===== src/rtl/vga_pkg.sv =====
// Shared definitions for the VGA pixel pipeline: mode encodings, colour-bar
// palette, default 640x480@60 timing and the output delay depth.
package vga_pkg;

    typedef enum logic [1:0] {
        MODE_FB    = 2'd0,
        MODE_BARS  = 2'd1,
        MODE_SOLID = 2'd2
    } mode_t;

    // One flag per channel, ordered {B,G,R}; index 0 is the leftmost bar.
    localparam logic [2:0] BAR_BGR [8] = '{
        3'b111,  // white
        3'b011,  // yellow
        3'b110,  // cyan
        3'b010,  // green
        3'b101,  // magenta
        3'b001,  // red
        3'b100,  // blue
        3'b000   // black
    };

    localparam int DEF_H_ACTIVE = 640;
    localparam int DEF_H_FP     = 16;
    localparam int DEF_H_SYNC   = 96;
    localparam int DEF_H_BP     = 48;
    localparam int DEF_V_ACTIVE = 480;
    localparam int DEF_V_FP     = 10;
    localparam int DEF_V_SYNC   = 2;
    localparam int DEF_V_BP     = 33;

    // Clocks from address issue to the registered video outputs.
    function automatic int pipe_depth(input int rd_lat);
        return rd_lat + 1;
    endfunction

endpackage


===== src/rtl/vga_pixel_pipe_if.sv =====
// Framebuffer read bus: address and strobe out, pixel data back.
interface vga_pixel_pipe_if #(
    parameter int ADDR_W  = 19,
    parameter int COLOR_W = 8
);
    logic [ADDR_W-1:0]    oADDR;
    logic                 oRD_EN;
    logic [3*COLOR_W-1:0] iPIX;

    modport master (output oADDR, output oRD_EN, input iPIX);
    modport slave  (input oADDR, input oRD_EN, output iPIX);
endinterface


===== src/rtl/vga_timing_core.sv =====
// Stage-0 raster timing: h/v counters, run flag and the per-pixel flags
// (active, sync levels, line/frame strobes) registered alongside the counters.
module vga_timing_core #(
    parameter int H_ACTIVE = 640,
    parameter int H_FP     = 16,
    parameter int H_SYNC   = 96,
    parameter int H_BP     = 48,
    parameter int V_ACTIVE = 480,
    parameter int V_FP     = 10,
    parameter int V_SYNC   = 2,
    parameter int V_BP     = 33,
    parameter bit HS_POL   = 1'b0,
    parameter bit VS_POL   = 1'b0,
    localparam int H_TOTAL = H_ACTIVE + H_FP + H_SYNC + H_BP,
    localparam int V_TOTAL = V_ACTIVE + V_FP + V_SYNC + V_BP,
    localparam int XW      = $clog2(H_TOTAL),
    localparam int YW      = $clog2(V_TOTAL)
) (
    input  logic          iVGA_CLK,
    input  logic          iRST,
    input  logic          iEN,
    output logic          bound,
    output logic [XW-1:0] h_p0,
    output logic [YW-1:0] v_p0,
    output logic          act_p0,
    output logic          hs_p0,
    output logic          vs_p0,
    output logic          fs_p0,
    output logic          ls_p0
);

    localparam logic [XW-1:0] H_LAST = XW'(H_TOTAL - 1);
    localparam logic [YW-1:0] V_LAST = YW'(V_TOTAL - 1);

    logic          run_p0;
    logic [XW-1:0] h_nxt;
    logic [YW-1:0] v_nxt;
    logic          run_nxt;

    // Next raster position; the frame boundary (idle or last pixel) is where
    // the run request is honoured and the raster returns to the origin.
    always_comb begin
        bound   = !run_p0 || (h_p0 == H_LAST && v_p0 == V_LAST);
        h_nxt   = h_p0;
        v_nxt   = v_p0;
        run_nxt = run_p0;
        if (bound) begin
            h_nxt   = '0;
            v_nxt   = '0;
            run_nxt = iEN;
        end else if (h_p0 == H_LAST) begin
            h_nxt = '0;
            v_nxt = v_p0 + 1'b1;
        end else begin
            h_nxt = h_p0 + 1'b1;
        end
    end

    // Stage 0: counters and the flags describing the pixel they point at.
    always_ff @(posedge iVGA_CLK) begin
        if (iRST) begin
            run_p0 <= 1'b0;
            h_p0   <= '0;
            v_p0   <= '0;
            act_p0 <= 1'b0;
            hs_p0  <= ~HS_POL;
            vs_p0  <= ~VS_POL;
            fs_p0  <= 1'b0;
            ls_p0  <= 1'b0;
        end else begin
            run_p0 <= run_nxt;
            h_p0   <= h_nxt;
            v_p0   <= v_nxt;
            act_p0 <= run_nxt && (int'(h_nxt) < H_ACTIVE) && (int'(v_nxt) < V_ACTIVE);
            hs_p0  <= (run_nxt && int'(h_nxt) >= H_ACTIVE + H_FP
                               && int'(h_nxt) <  H_ACTIVE + H_FP + H_SYNC) ? HS_POL : ~HS_POL;
            vs_p0  <= (run_nxt && int'(v_nxt) >= V_ACTIVE + V_FP
                               && int'(v_nxt) <  V_ACTIVE + V_FP + V_SYNC) ? VS_POL : ~VS_POL;
            fs_p0  <= run_nxt && (h_nxt == '0) && (v_nxt == '0);
            ls_p0  <= run_nxt && (h_nxt == '0);
        end
    end

endmodule


===== src/rtl/vga_pixel_pipe.sv =====
// VGA pixel pipeline: raster timing, linear framebuffer addressing, a
// latency-matched delay line for sync/blank/coordinates and the colour mux.
module vga_pixel_pipe
    import vga_pkg::*;
#(
    parameter int H_ACTIVE = DEF_H_ACTIVE,
    parameter int H_FP     = DEF_H_FP,
    parameter int H_SYNC   = DEF_H_SYNC,
    parameter int H_BP     = DEF_H_BP,
    parameter int V_ACTIVE = DEF_V_ACTIVE,
    parameter int V_FP     = DEF_V_FP,
    parameter int V_SYNC   = DEF_V_SYNC,
    parameter int V_BP     = DEF_V_BP,
    parameter bit HS_POL   = 1'b0,
    parameter bit VS_POL   = 1'b0,
    parameter int ADDR_W   = 19,
    parameter int RD_LAT   = 2,
    parameter int COLOR_W  = 8,
    localparam int XW      = $clog2(H_ACTIVE + H_FP + H_SYNC + H_BP),
    localparam int YW      = $clog2(V_ACTIVE + V_FP + V_SYNC + V_BP)
) (
    input  logic                 iVGA_CLK,
    input  logic                 iRST,
    input  logic                 iEN,
    input  logic [1:0]           iMODE,
    input  logic [3*COLOR_W-1:0] iSOLID,
    vga_pixel_pipe_if.master     mem,
    output logic                 oHS,
    output logic                 oVS,
    output logic                 oBLANK_n,
    output logic [COLOR_W-1:0]   oB,
    output logic [COLOR_W-1:0]   oG,
    output logic [COLOR_W-1:0]   oR,
    output logic [XW-1:0]        oX,
    output logic [YW-1:0]        oY,
    output logic                 oFRAME_START,
    output logic                 oLINE_START
);

    localparam int DLY = pipe_depth(RD_LAT);

    logic                 bound;
    logic [XW-1:0]        h_p0;
    logic [YW-1:0]        v_p0;
    logic                 act_p0, hs_p0, vs_p0, fs_p0, ls_p0;
    logic [ADDR_W-1:0]    addr_p0;
    mode_t                mode_q;
    logic [3*COLOR_W-1:0] solid_q;

    logic                 act_pn [1:DLY-1];
    logic                 hs_pn  [1:DLY-1];
    logic                 vs_pn  [1:DLY-1];
    logic                 fs_pn  [1:DLY-1];
    logic                 ls_pn  [1:DLY-1];
    logic [XW-1:0]        x_pn   [1:DLY-1];
    logic [YW-1:0]        y_pn   [1:DLY-1];

    function automatic logic [3*COLOR_W-1:0] bar_rgb(input logic [XW-1:0] x);
        logic [2:0] idx;
        logic [2:0] f;
        idx = 3'd0;
        for (int k = 1; k < 8; k++)
            if (x >= XW'((k * H_ACTIVE) / 8)) idx = 3'(k);
        f = BAR_BGR[idx];
        return {{COLOR_W{f[2]}}, {COLOR_W{f[1]}}, {COLOR_W{f[0]}}};
    endfunction

    function automatic logic [3*COLOR_W-1:0] pick_rgb(
        input logic                 act,
        input mode_t                mode,
        input logic [XW-1:0]        x,
        input logic [3*COLOR_W-1:0] pix,
        input logic [3*COLOR_W-1:0] solid
    );
        if (!act) return '0;
        case (mode)
            MODE_BARS:  return bar_rgb(x);
            MODE_SOLID: return solid;
            default:    return pix;
        endcase
    endfunction

    vga_timing_core #(
        .H_ACTIVE(H_ACTIVE), .H_FP(H_FP), .H_SYNC(H_SYNC), .H_BP(H_BP),
        .V_ACTIVE(V_ACTIVE), .V_FP(V_FP), .V_SYNC(V_SYNC), .V_BP(V_BP),
        .HS_POL(HS_POL), .VS_POL(VS_POL)
    ) u_timing (
        .iVGA_CLK(iVGA_CLK),
        .iRST    (iRST),
        .iEN     (iEN),
        .bound   (bound),
        .h_p0    (h_p0),
        .v_p0    (v_p0),
        .act_p0  (act_p0),
        .hs_p0   (hs_p0),
        .vs_p0   (vs_p0),
        .fs_p0   (fs_p0),
        .ls_p0   (ls_p0)
    );

    assign mem.oADDR  = addr_p0;
    assign mem.oRD_EN = act_p0;

    // Mode and solid colour change only when a new frame is about to begin.
    always_ff @(posedge iVGA_CLK) begin
        if (iRST) begin
            mode_q  <= MODE_FB;
            solid_q <= '0;
        end else if (bound && iEN) begin
            case (iMODE)
                2'd1:    mode_q <= MODE_BARS;
                2'd2:    mode_q <= MODE_SOLID;
                default: mode_q <= MODE_FB;
            endcase
            solid_q <= iSOLID;
        end
    end

    // Stage 0: running address, zero at the frame origin, bumped after each
    // active pixel so it tracks v*H_ACTIVE+h without a multiplier.
    always_ff @(posedge iVGA_CLK) begin
        if (iRST) begin
            addr_p0 <= '0;
        end else if (bound) begin
            addr_p0 <= '0;
        end else begin
            addr_p0 <= addr_p0 + ADDR_W'(act_p0);
        end
    end

    // Stages 1..RD_LAT: carry timing alongside the outstanding memory read.
    always_ff @(posedge iVGA_CLK) begin
        if (iRST) begin
            for (int i = 1; i < DLY; i++) begin
                act_pn[i] <= 1'b0;
                hs_pn[i]  <= ~HS_POL;
                vs_pn[i]  <= ~VS_POL;
                fs_pn[i]  <= 1'b0;
                ls_pn[i]  <= 1'b0;
                x_pn[i]   <= '0;
                y_pn[i]   <= '0;
            end
        end else begin
            act_pn[1] <= act_p0;
            hs_pn[1]  <= hs_p0;
            vs_pn[1]  <= vs_p0;
            fs_pn[1]  <= fs_p0;
            ls_pn[1]  <= ls_p0;
            x_pn[1]   <= h_p0;
            y_pn[1]   <= v_p0;
            for (int i = 2; i < DLY; i++) begin
                act_pn[i] <= act_pn[i-1];
                hs_pn[i]  <= hs_pn[i-1];
                vs_pn[i]  <= vs_pn[i-1];
                fs_pn[i]  <= fs_pn[i-1];
                ls_pn[i]  <= ls_pn[i-1];
                x_pn[i]   <= x_pn[i-1];
                y_pn[i]   <= y_pn[i-1];
            end
        end
    end

    // Output stage: iPIX now belongs to the pixel at the end of the delay line.
    always_ff @(posedge iVGA_CLK) begin
        if (iRST) begin
            oHS          <= ~HS_POL;
            oVS          <= ~VS_POL;
            oBLANK_n     <= 1'b0;
            oFRAME_START <= 1'b0;
            oLINE_START  <= 1'b0;
            oX           <= '0;
            oY           <= '0;
            {oB, oG, oR} <= '0;
        end else begin
            oHS          <= hs_pn[DLY-1];
            oVS          <= vs_pn[DLY-1];
            oBLANK_n     <= act_pn[DLY-1];
            oFRAME_START <= fs_pn[DLY-1];
            oLINE_START  <= ls_pn[DLY-1];
            oX           <= x_pn[DLY-1];
            oY           <= y_pn[DLY-1];
            {oB, oG, oR} <= pick_rgb(act_pn[DLY-1], mode_q, x_pn[DLY-1], mem.iPIX, solid_q);
        end
    end

endmodule


===== src/flat_wrapper.sv =====
// flat-port wrapper written by rule: the top's interface ports become plain ports
module vga_pixel_pipe_flat import vga_pkg::*;
#(
    parameter int H_ACTIVE = DEF_H_ACTIVE,
    parameter int H_FP     = DEF_H_FP,
    parameter int H_SYNC   = DEF_H_SYNC,
    parameter int H_BP     = DEF_H_BP,
    parameter int V_ACTIVE = DEF_V_ACTIVE,
    parameter int V_FP     = DEF_V_FP,
    parameter int V_SYNC   = DEF_V_SYNC,
    parameter int V_BP     = DEF_V_BP,
    parameter bit HS_POL   = 1'b0,
    parameter bit VS_POL   = 1'b0,
    parameter int ADDR_W   = 19,
    parameter int RD_LAT   = 2,
    parameter int COLOR_W  = 8,
    localparam int XW      = $clog2(H_ACTIVE + H_FP + H_SYNC + H_BP),
    localparam int YW      = $clog2(V_ACTIVE + V_FP + V_SYNC + V_BP)
)
  (iVGA_CLK, iRST, iEN, iMODE, iSOLID, oHS, oVS, oBLANK_n, oB, oG, oR, oX, oY, oFRAME_START, oLINE_START, mem_oADDR, mem_oRD_EN, mem_iPIX);
  vga_pixel_pipe_if #(.ADDR_W(ADDR_W), .COLOR_W(COLOR_W)) mem_i ();
  input  logic iVGA_CLK;
  input  logic iRST;
  input  logic iEN;
  input  logic [1:0] iMODE;
  input  logic [3*COLOR_W-1:0] iSOLID;
  output logic oHS;
  output logic oVS;
  output logic oBLANK_n;
  output logic [COLOR_W-1:0] oB;
  output logic [COLOR_W-1:0] oG;
  output logic [COLOR_W-1:0] oR;
  output logic [XW-1:0] oX;
  output logic [YW-1:0] oY;
  output logic oFRAME_START;
  output logic oLINE_START;
  output wire logic [$bits(mem_i.oADDR)-1:0] mem_oADDR;
  output wire logic [$bits(mem_i.oRD_EN)-1:0] mem_oRD_EN;
  input wire logic [$bits(mem_i.iPIX)-1:0] mem_iPIX;
  assign mem_oADDR = mem_i.oADDR;
  assign mem_oRD_EN = mem_i.oRD_EN;
  assign mem_i.iPIX = mem_iPIX;
  vga_pixel_pipe #(.H_ACTIVE(H_ACTIVE), .H_FP(H_FP), .H_SYNC(H_SYNC), .H_BP(H_BP), .V_ACTIVE(V_ACTIVE), .V_FP(V_FP), .V_SYNC(V_SYNC), .V_BP(V_BP), .HS_POL(HS_POL), .VS_POL(VS_POL), .ADDR_W(ADDR_W), .RD_LAT(RD_LAT), .COLOR_W(COLOR_W)) u_core (.iVGA_CLK(iVGA_CLK), .iRST(iRST), .iEN(iEN), .iMODE(iMODE), .iSOLID(iSOLID), .mem(mem_i), .oHS(oHS), .oVS(oVS), .oBLANK_n(oBLANK_n), .oB(oB), .oG(oG), .oR(oR), .oX(oX), .oY(oY), .oFRAME_START(oFRAME_START), .oLINE_START(oLINE_START));
endmodule

===== config.mk =====
export PLATFORM = sky130hd
export DESIGN_NAME = vga_pixel_pipe_flat
export DESIGN_NICKNAME = d
export VERILOG_FILES = /design/src/rtl/vga_pkg.sv /design/src/rtl/vga_pixel_pipe_if.sv /design/src/rtl/vga_timing_core.sv /design/src/rtl/vga_pixel_pipe.sv /design/src/flat_wrapper.sv
export SDC_FILE = /design/constraint.sdc
export NUM_CORES = 1
export LEC_CHECK = 0
export ABC_AREA = 1
export BUFFER_PORTS_ARGS = -buffer_cell sky130_fd_sc_hd__buf_2
export CAP_MARGIN = 20
export CORE_ASPECT_RATIO = 1.25
export CORE_MARGIN = 5
export CORE_UTILIZATION = 55
export CTS_CLUSTER_SIZE = 8
export DETAILED_ROUTE_END_ITERATION = 8
export PLACE_DENSITY_LB_ADDON = 0.2
export SYNTH_ARGS = -nofsm -noshare
export SYNTH_HDL_FRONTEND = slang
export SYNTH_SLANG_ARGS = --single-unit

===== constraint.sdc =====
create_clock -name iVGA_CLK -period 2.1 [get_ports iVGA_CLK]
set_input_delay 0.315 -clock iVGA_CLK [delete_from_list [all_inputs] [get_ports iVGA_CLK]]
set_output_delay 0.315 -clock iVGA_CLK [all_outputs]
set_load 0.05 [all_outputs]

# After elaboration in Yosys (flattened, before gate mapping)
# Memory sizes are Yosys's and may differ from the RTL's. A register that Yosys moved wholly into a read port is not among the register bits.
# Cells that the tools add are included.
dict set report totals {
  register_bits 106
  latchBits 0
  ramBits 50
  romBits 24
  inputBits 53
  output_inout_bits 69
  wordCells 119
  n_memories 8
}
dict set report classes {
  addsub 3
  n_mul 0
  div_mod_pow 0
  order_cmp 14
  eq_ne 6
  shift 0
  mux 42
  n_bitwise 15
  reduce_logical 15
}
# memory words width rd rd_clocked_by_memory_dff wr line_no
set memory_table {}
lappend memory_table {{(name not given)} 8 3 1 0 0 vga_pixel_pipe.sv:64} ;# f = BAR_BGR[idx];
lappend memory_table {u_core.x_pn 2 10 2 0 2 vga_pixel_pipe.sv:55} ;# logic [XW-1:0] x_pn [1:DLY-1];
lappend memory_table {u_core.y_pn 2 10 2 1 2 vga_pixel_pipe.sv:56} ;# logic [YW-1:0] y_pn [1:DLY-1];
lappend memory_table {u_core.act_pn 2 1 2 0 2 vga_pixel_pipe.sv:50} ;# logic act_pn [1:DLY-1];
lappend memory_table {u_core.fs_pn 2 1 2 1 2 vga_pixel_pipe.sv:53} ;# logic fs_pn [1:DLY-1];
lappend memory_table {u_core.hs_pn 2 1 2 1 2 vga_pixel_pipe.sv:51} ;# logic hs_pn [1:DLY-1];
lappend memory_table {{+2 memories} - - - - - -}
# operator count
set ops {}
lappend ops {{$mux 10} 8}
lappend ops {{$mux 24} 2}
lappend ops {{$pmux 24 s2} 1}
lappend ops {{$ge 10x9->1 const B} 4}
lappend ops {{$mux 3} 9}
lappend ops {{$add 10x1->10 const B} 2}
lappend ops {{$eq 10x10->1 const B} 2}
lappend ops {{$ge 10x10->1 const B} 2}
lappend ops {{$ge 10x8->1 const B} 2}
lappend ops {{$logic_not 10->1} 2}
lappend ops {{$lt 10x10->1 const B} 2}
lappend ops {{$lt 10x9->1 const B} 2}
lappend ops {{$add 19x1->19} 1}
lappend ops {{$mux 1} 19}
lappend ops {{$or 1x1->1} 14}
lappend ops {{$ge 10x7->1 const B} 1}
lappend ops {{$logic_and 1x1->1} 10}
lappend ops {{$eq 2x1->1 const B} 2}
lappend ops {{$eq 2x2->1 const B} 2}
lappend ops {{$ge 4x4->1 const B} 1}
lappend ops {{$mux 2} 2}
lappend ops {{$not 3->4} 1}
lappend ops {{$pmux 2 s2} 1}
lappend ops {{$reduce_or 2->1} 1}
lappend ops {{other kinds (2)} 2}

# Longest topological paths before layout
# An unclocked memory read counts as a cell.
dict set report depth {
  ltp_word 18
  mapped_depth 14
  ltp_nobuf 14
}

# Cells and area by module
# A second synthesis with hierarchy kept.
dict set report hier_totals {
  hier_cells 860
  area_unflattened_um2 6565.0
}
# module n_inst cells_each area_per_inst_um2 seq_area_each_um2
set modules_own_cells {}
lappend modules_own_cells {vga_pixel_pipe 1 603 4956.0 2882.8}
lappend modules_own_cells {vga_timing_core 1 257 1609.0 520.5}

# Least setup slack after synthesis
# OpenSTA, ideal clock, no wires.
dict set report synth_path {
  path_type {reg2reg}
  from {register u_core.u_timing.act_p0}
  to {register u_core.addr_p0[18] (netlist: u_core.mem.oADDR[18])}
  setup_ns 0.065
  arrival_ns 2.135
  required_ns 2.035
  setup_slack_ns -0.100
  stages_incl_launch_ff 12
  path_buffers 0
  synth_period_minus_slack_ns 2.200
  cell_sequence {dfxtp_1 -> ha_1 -> ha_1 -> nand2_1 -> nor2_2 -> nand3_1 -> nor2_1 -> nand2_1 -> nor2_1 -> nand2_1 -> xor2_1 -> nor2_1}
}
dict set report synth_between {
  elab_chain_cells 1
}
# item line_no
set synth_rtl {}
lappend synth_rtl {{start: declaration} vga_timing_core.sv:25} ;# output logic act_p0,
lappend synth_rtl {{start signal: assignment} vga_timing_core.sv:74} ;# act_p0 <= run_nxt && (int'(h_nxt) < H_ACTIVE) && (int'(v_nxt) < V_ACTIVE);
lappend synth_rtl {{$add 19x1->19} vga_pixel_pipe.sv:127} ;# addr_p0 <= addr_p0 + ADDR_W'(act_p0);
lappend synth_rtl {{end signal: assignment} vga_pixel_pipe.sv:127}
lappend synth_rtl {{end: declaration} vga_pixel_pipe.sv:46} ;# logic [ADDR_W-1:0] addr_p0;
# Every way passes these cells.
# A chain may end at the register's enable or synchronous reset.

# Worst setup path in the final report
dict set report layout_path {
  from {register u_core.u_timing.h_p0[1]}
  to {register u_core.u_timing.vs_p0}
}
dict set report layout_between {
  elab_chain_cells 8
  elab_cells_between_ends 11
  classes_between {2 x order compare; 1 x eq/ne; 4 x mux; 4 x reduce/logical}
}
# item line_no
set layout_rtl {}
lappend layout_rtl {{start: declaration} vga_timing_core.sv:23} ;# output logic [XW-1:0] h_p0,
lappend layout_rtl {{start signal: assignment} vga_timing_core.sv:72} ;# h_p0 <= h_nxt;
lappend layout_rtl {{$eq 10x10->1 (*)} {vga_timing_core.sv:43, vga_timing_core.sv:51}}
lappend layout_rtl {{$logic_and 1x1->1} vga_timing_core.sv:43} ;# bound = !run_p0 || (h_p0 == H_LAST && v_p0 == V_LAST);
lappend layout_rtl {{$logic_or 1x1->1} vga_timing_core.sv:43}
lappend layout_rtl {{$mux 10} vga_timing_core.sv:47} ;# if (bound) begin
lappend layout_rtl {{$ge 10x9->1} vga_timing_core.sv:77} ;# vs_p0 <= (run_nxt && int'(v_nxt) >= V_ACTIVE + V_FP
lappend layout_rtl {{$logic_and 1x1->1} vga_timing_core.sv:77}
lappend layout_rtl {{$logic_and 1x1->1 (*)} vga_timing_core.sv:78} ;# && int'(v_nxt) < V_ACTIVE + V_FP + V_SYNC) ? VS_POL : ~VS_POL;
lappend layout_rtl {{$mux 1 (*)} vga_timing_core.sv:78}
lappend layout_rtl {{end signal: assignment} vga_timing_core.sv:67} ;# vs_p0 <= ~VS_POL;
lappend layout_rtl {{end signal: assignment} vga_timing_core.sv:77}
lappend layout_rtl {{end: declaration} vga_timing_core.sv:27} ;# output logic vs_p0,
# Every way passes the cells marked *; elsewhere a longest branch is shown, timed or not.

==> run_results.csv <==
group,metric,value,unit
routing,dr_total_vias,5370,
grt,grt_max_degree,48,
critical_path,critical_path_class,"flip-flop to flip-flop",
sta,finalClockSkew,0.01188,ns
grt,grt_busiest_layer,"met2",
routing,drtPass1Iterations,5,
critical_path,required_time_at_the_endpoint_of_the_critical_path,2.42,ns
grt,globalRouteMet3Util,4.899,%
sta,fin_max_slew_vios,0,
die,die-height,130.3,µm
hold_path,worst_hold_path.num_cells,3,
critical_path,timing.critical_path.to_type,"flip-flop",
cells_and_area,final.fill_count,1009,
sta,timing_worst_slew_pin_value,0.5695,ns
sta,max-slew-margin-rel,61.99,%
yosys,synth_seq_cells,170,
yosys,synth_area_leaders,"sky130_fd_sc_hd__dfxtp_1, sky130_fd_sc_hd__nor2_1, sky130_fd_sc_hd__nand2_1",
sta,rsz_0062_raised_after_global_routing,"no",
cells_and_area,antenna-diode-count,0,
cts,cts.sink_count,170,
sta,layout_min_cycle_time,1.921,ns
critical_path,timing.critical_path.slowest_cell_delay,0.41,ns
cts,cts_tree,"built",
pwr,total_power,7.034,mW
cells_and_area,fin_area,0.007797,mm²
routing,drt-vias-per-instance,4.900,
grt,grtUsageMet1,23.20,%
grt,all_layer_gr_usage,20.11,%
placed_design,detailedPlace.worstSlack,0.09453,ns
cells_and_area,layout.cells.most_common,"sky130_fd_sc_hd__nor2_1",
sta,post-route-worst-setup-slack,0.1789,ns
placed_design,detailedPlacementHpwl,9.712,mm
critical_path,signal_arrival_time_at_the_worst_endpoint,2.24,ns
hold_path,min_path_type,"input port to flip-flop",
grt,grt_first_pass_wirelength,22.63,mm
cts,cts.root.buffer_cell,"sky130_fd_sc_hd__clkbuf_16",
yosys,mappedNetlistNets,881,
pwr,power_density,902.1,mW/mm²
routing,routed_wl,13.38,mm
cts,insertion_delay,0.42,ns
cts,ctsHtreeMaxLevel,4,
grt,globalRouteMet2Util,35.73,%
yosys,ys_seq_area_share,53.41,%
critical_path,worstRegToRegCells,9,
yosys,number_of_unique_standard_cell_types_used_by_synthesis,36,
critical_path,cp_cell_sequence,"ha_4, nand3_1, nor2_2, nand2_2, nor2_1, xor2_1, nand3_1, nor3_1, nand2_1",
placed_design,post_dp_area,0.007134,mm²
job,drv.max_cap_violation_count,0,
sta,setup_viol,0,
routing,initialDrtViolationCount,323,
placed_design,routabilityCongestion,0.8744,
yosys,netlist.area_leader.share,53.41,%
sta,number_of_endpoints_with_negative_hold_slack_in_the_final_report,0,
routing,avgRoutedWirePerCell,12.21,µm
cts,numCtsBuffers,17,
die,fp.dieArea,0.01385,mm²
die,initial_cell_density_of_the_core,55.38,%
routing,post-route-drc-count,0,
critical_path,critical_path_peak_fanout,10,
critical_path,setup.reg_to_reg.worst_slack,0.18,ns
status,status,"finished, final reports clean",
yosys,syn_area,0.006372,mm²
cells_and_area,finalNetCount,1005,
grt,first_global_vias,5139,
grt,antenna_found_initial,0,
cts,clockBufferDepth,2,
critical_path,setup.worst_path.start_class,"flip-flop",
cts,clk_pin_slew_worst_paths,0.07,ns
yosys,synthCells,821,
die,floorplan.rows,44,
grt,grt_overflow,0,
routing,postRouteAntennaNets,0,
cells_and_area,syn2layout_area_growth,22.36,%
cts,cts.hold.buffers_added,0,
critical_path,cp_common_cell,"sky130_fd_sc_hd__nand3_1",
die,design.portCount,122,
yosys,yosys_warnings,0,
die,die_w,106.3,µm
pwr,max-vdd-ir-drop,0.5677,mV
sta,min_period_over_period,91.48,%
cells_and_area,drive_gt1_share,20.67,%
critical_path,timing.critical_path.slowest_stage_cell,"sky130_fd_sc_hd__dfxtp_1",
sta,fmax,0.5205,GHz
yosys,syn_area_per_cell,7.762,µm²
yosys,synth_largest_area_cell,"sky130_fd_sc_hd__dfxtp_1",
sta,finalSetupTns,0,ns
die,core,0.01151,mm²
cells_and_area,layout_common_cells,"sky130_fd_sc_hd__nor2_1, sky130_fd_sc_hd__dfxtp_1, sky130_fd_sc_hd__buf_2",
placed_design,numPortBuffers,121,
pwr,power.static_leakage,3.607,nW
cells_and_area,finalCoreUtilization,67.77,%
critical path, delay by kind of cell, from the launching register on:
kind                       cells  cell delay, ns
DFF                            1            0.41
xor gates and xnor gates       1            0.24
and+or+nand+nor                7            0.98
adders and majority gates      1            0.19
Yosys cell counts, drive strengths merged:
master and n:
a211oi 2, nor3b 2, a21o 1, xor2 7, nand3 31, ha 7, nor2 182, inv 108
a21boi 2, dfxtp 170, buf 9, nor4 2, nand2 118, nor3 7, o211ai 2, o21bai 2
o21a 1, o21ai 58, clkinv 1, xnor2 1, a31oi 2, clkbuf 21, or2 8, nand4 13
a21oi 64
flip-flops by register name (all words and copies together) (netlist names), 2 cells and up:
name / cells
u_core.vs_pn: 2
u_core.fs_pn: 2
u_core.solid_q: 24
u_core.oG: 8
u_core.x_pn: 20
u_core.hs_pn: 2
u_core.oB: 8
u_core.mem.oADDR: 19
u_core.oX: 10
u_core.ls_pn: 2
u_core.u_timing.v_p0: 10
u_core.oY: 10
u_core.act_pn: 2
u_core.y_pn: 20
u_core.u_timing.h_p0: 10
u_core.mode_q: 2
u_core.oR: 8
metrics by stage:
step | std cells | hold slack (ns)
floorplan | 821 | 0.3883
finish | 1096 | 0.1269
global route | 1096 | 0.1249
CTS | 1096 | 0.1180
global placement | 1064 | 0.3890
detailed placement | 1064 | 0.3937
where the power goes:
group          switching (mW)  total (mW)  internal, mW
combinational           0.266       0.400         0.134
sequential             0.0294        3.32          3.29
clock                    1.30        3.32          2.02
worst paths after layout:
check	startpoint	to
max	u_core.u_timing.h_p0[1]	u_core.u_timing.vs_p0
min	iSOLID[10]	u_core.solid_q[10]
max reg2reg	u_core.u_timing.h_p0[1]	u_core.u_timing.vs_p0
min reg2reg	u_core.y_pn[2][8]	u_core.oY[8]
cell type report:
type	count	area, µm²	share of cell area [%]
clock inverter	15	210.2	2.696
inverter	109	414.1	5.311
multi-input combinational	512	2421	31.05
sequential	170	3406	43.68
tap	138	172.7	2.214
timing repair buffer	135	748.2	9.596
clock buffer	17	425.4	5.456
layer usage:
layer / vias up / wire length [µm]
li1: 2826 / -
met1: 2362 / 5611
met2: 157 / 6657
met3: 25 / 824
met4: 0 / 284
met5: - / 0
cell families after synthesis:
| family | count (synthesis) | synth area share, % |
|---|---|---|
| flops | 170 | 53.41 |
| buf+inv | 139 | 9.032 |
| xor+xnor | 8 | 1.100 |
| simple gates | 363 | 24.07 |
| fa+ha+maj | 7 | 1.374 |
| compound gates | 134 | 11.02 |
what timing repair did:
item	in CTS	in global routing
setup endpoints to repair	0	43
resized for setup	0	7
setup buffers	0	0
Note: power is estimated with default switching activity, not from simulation.
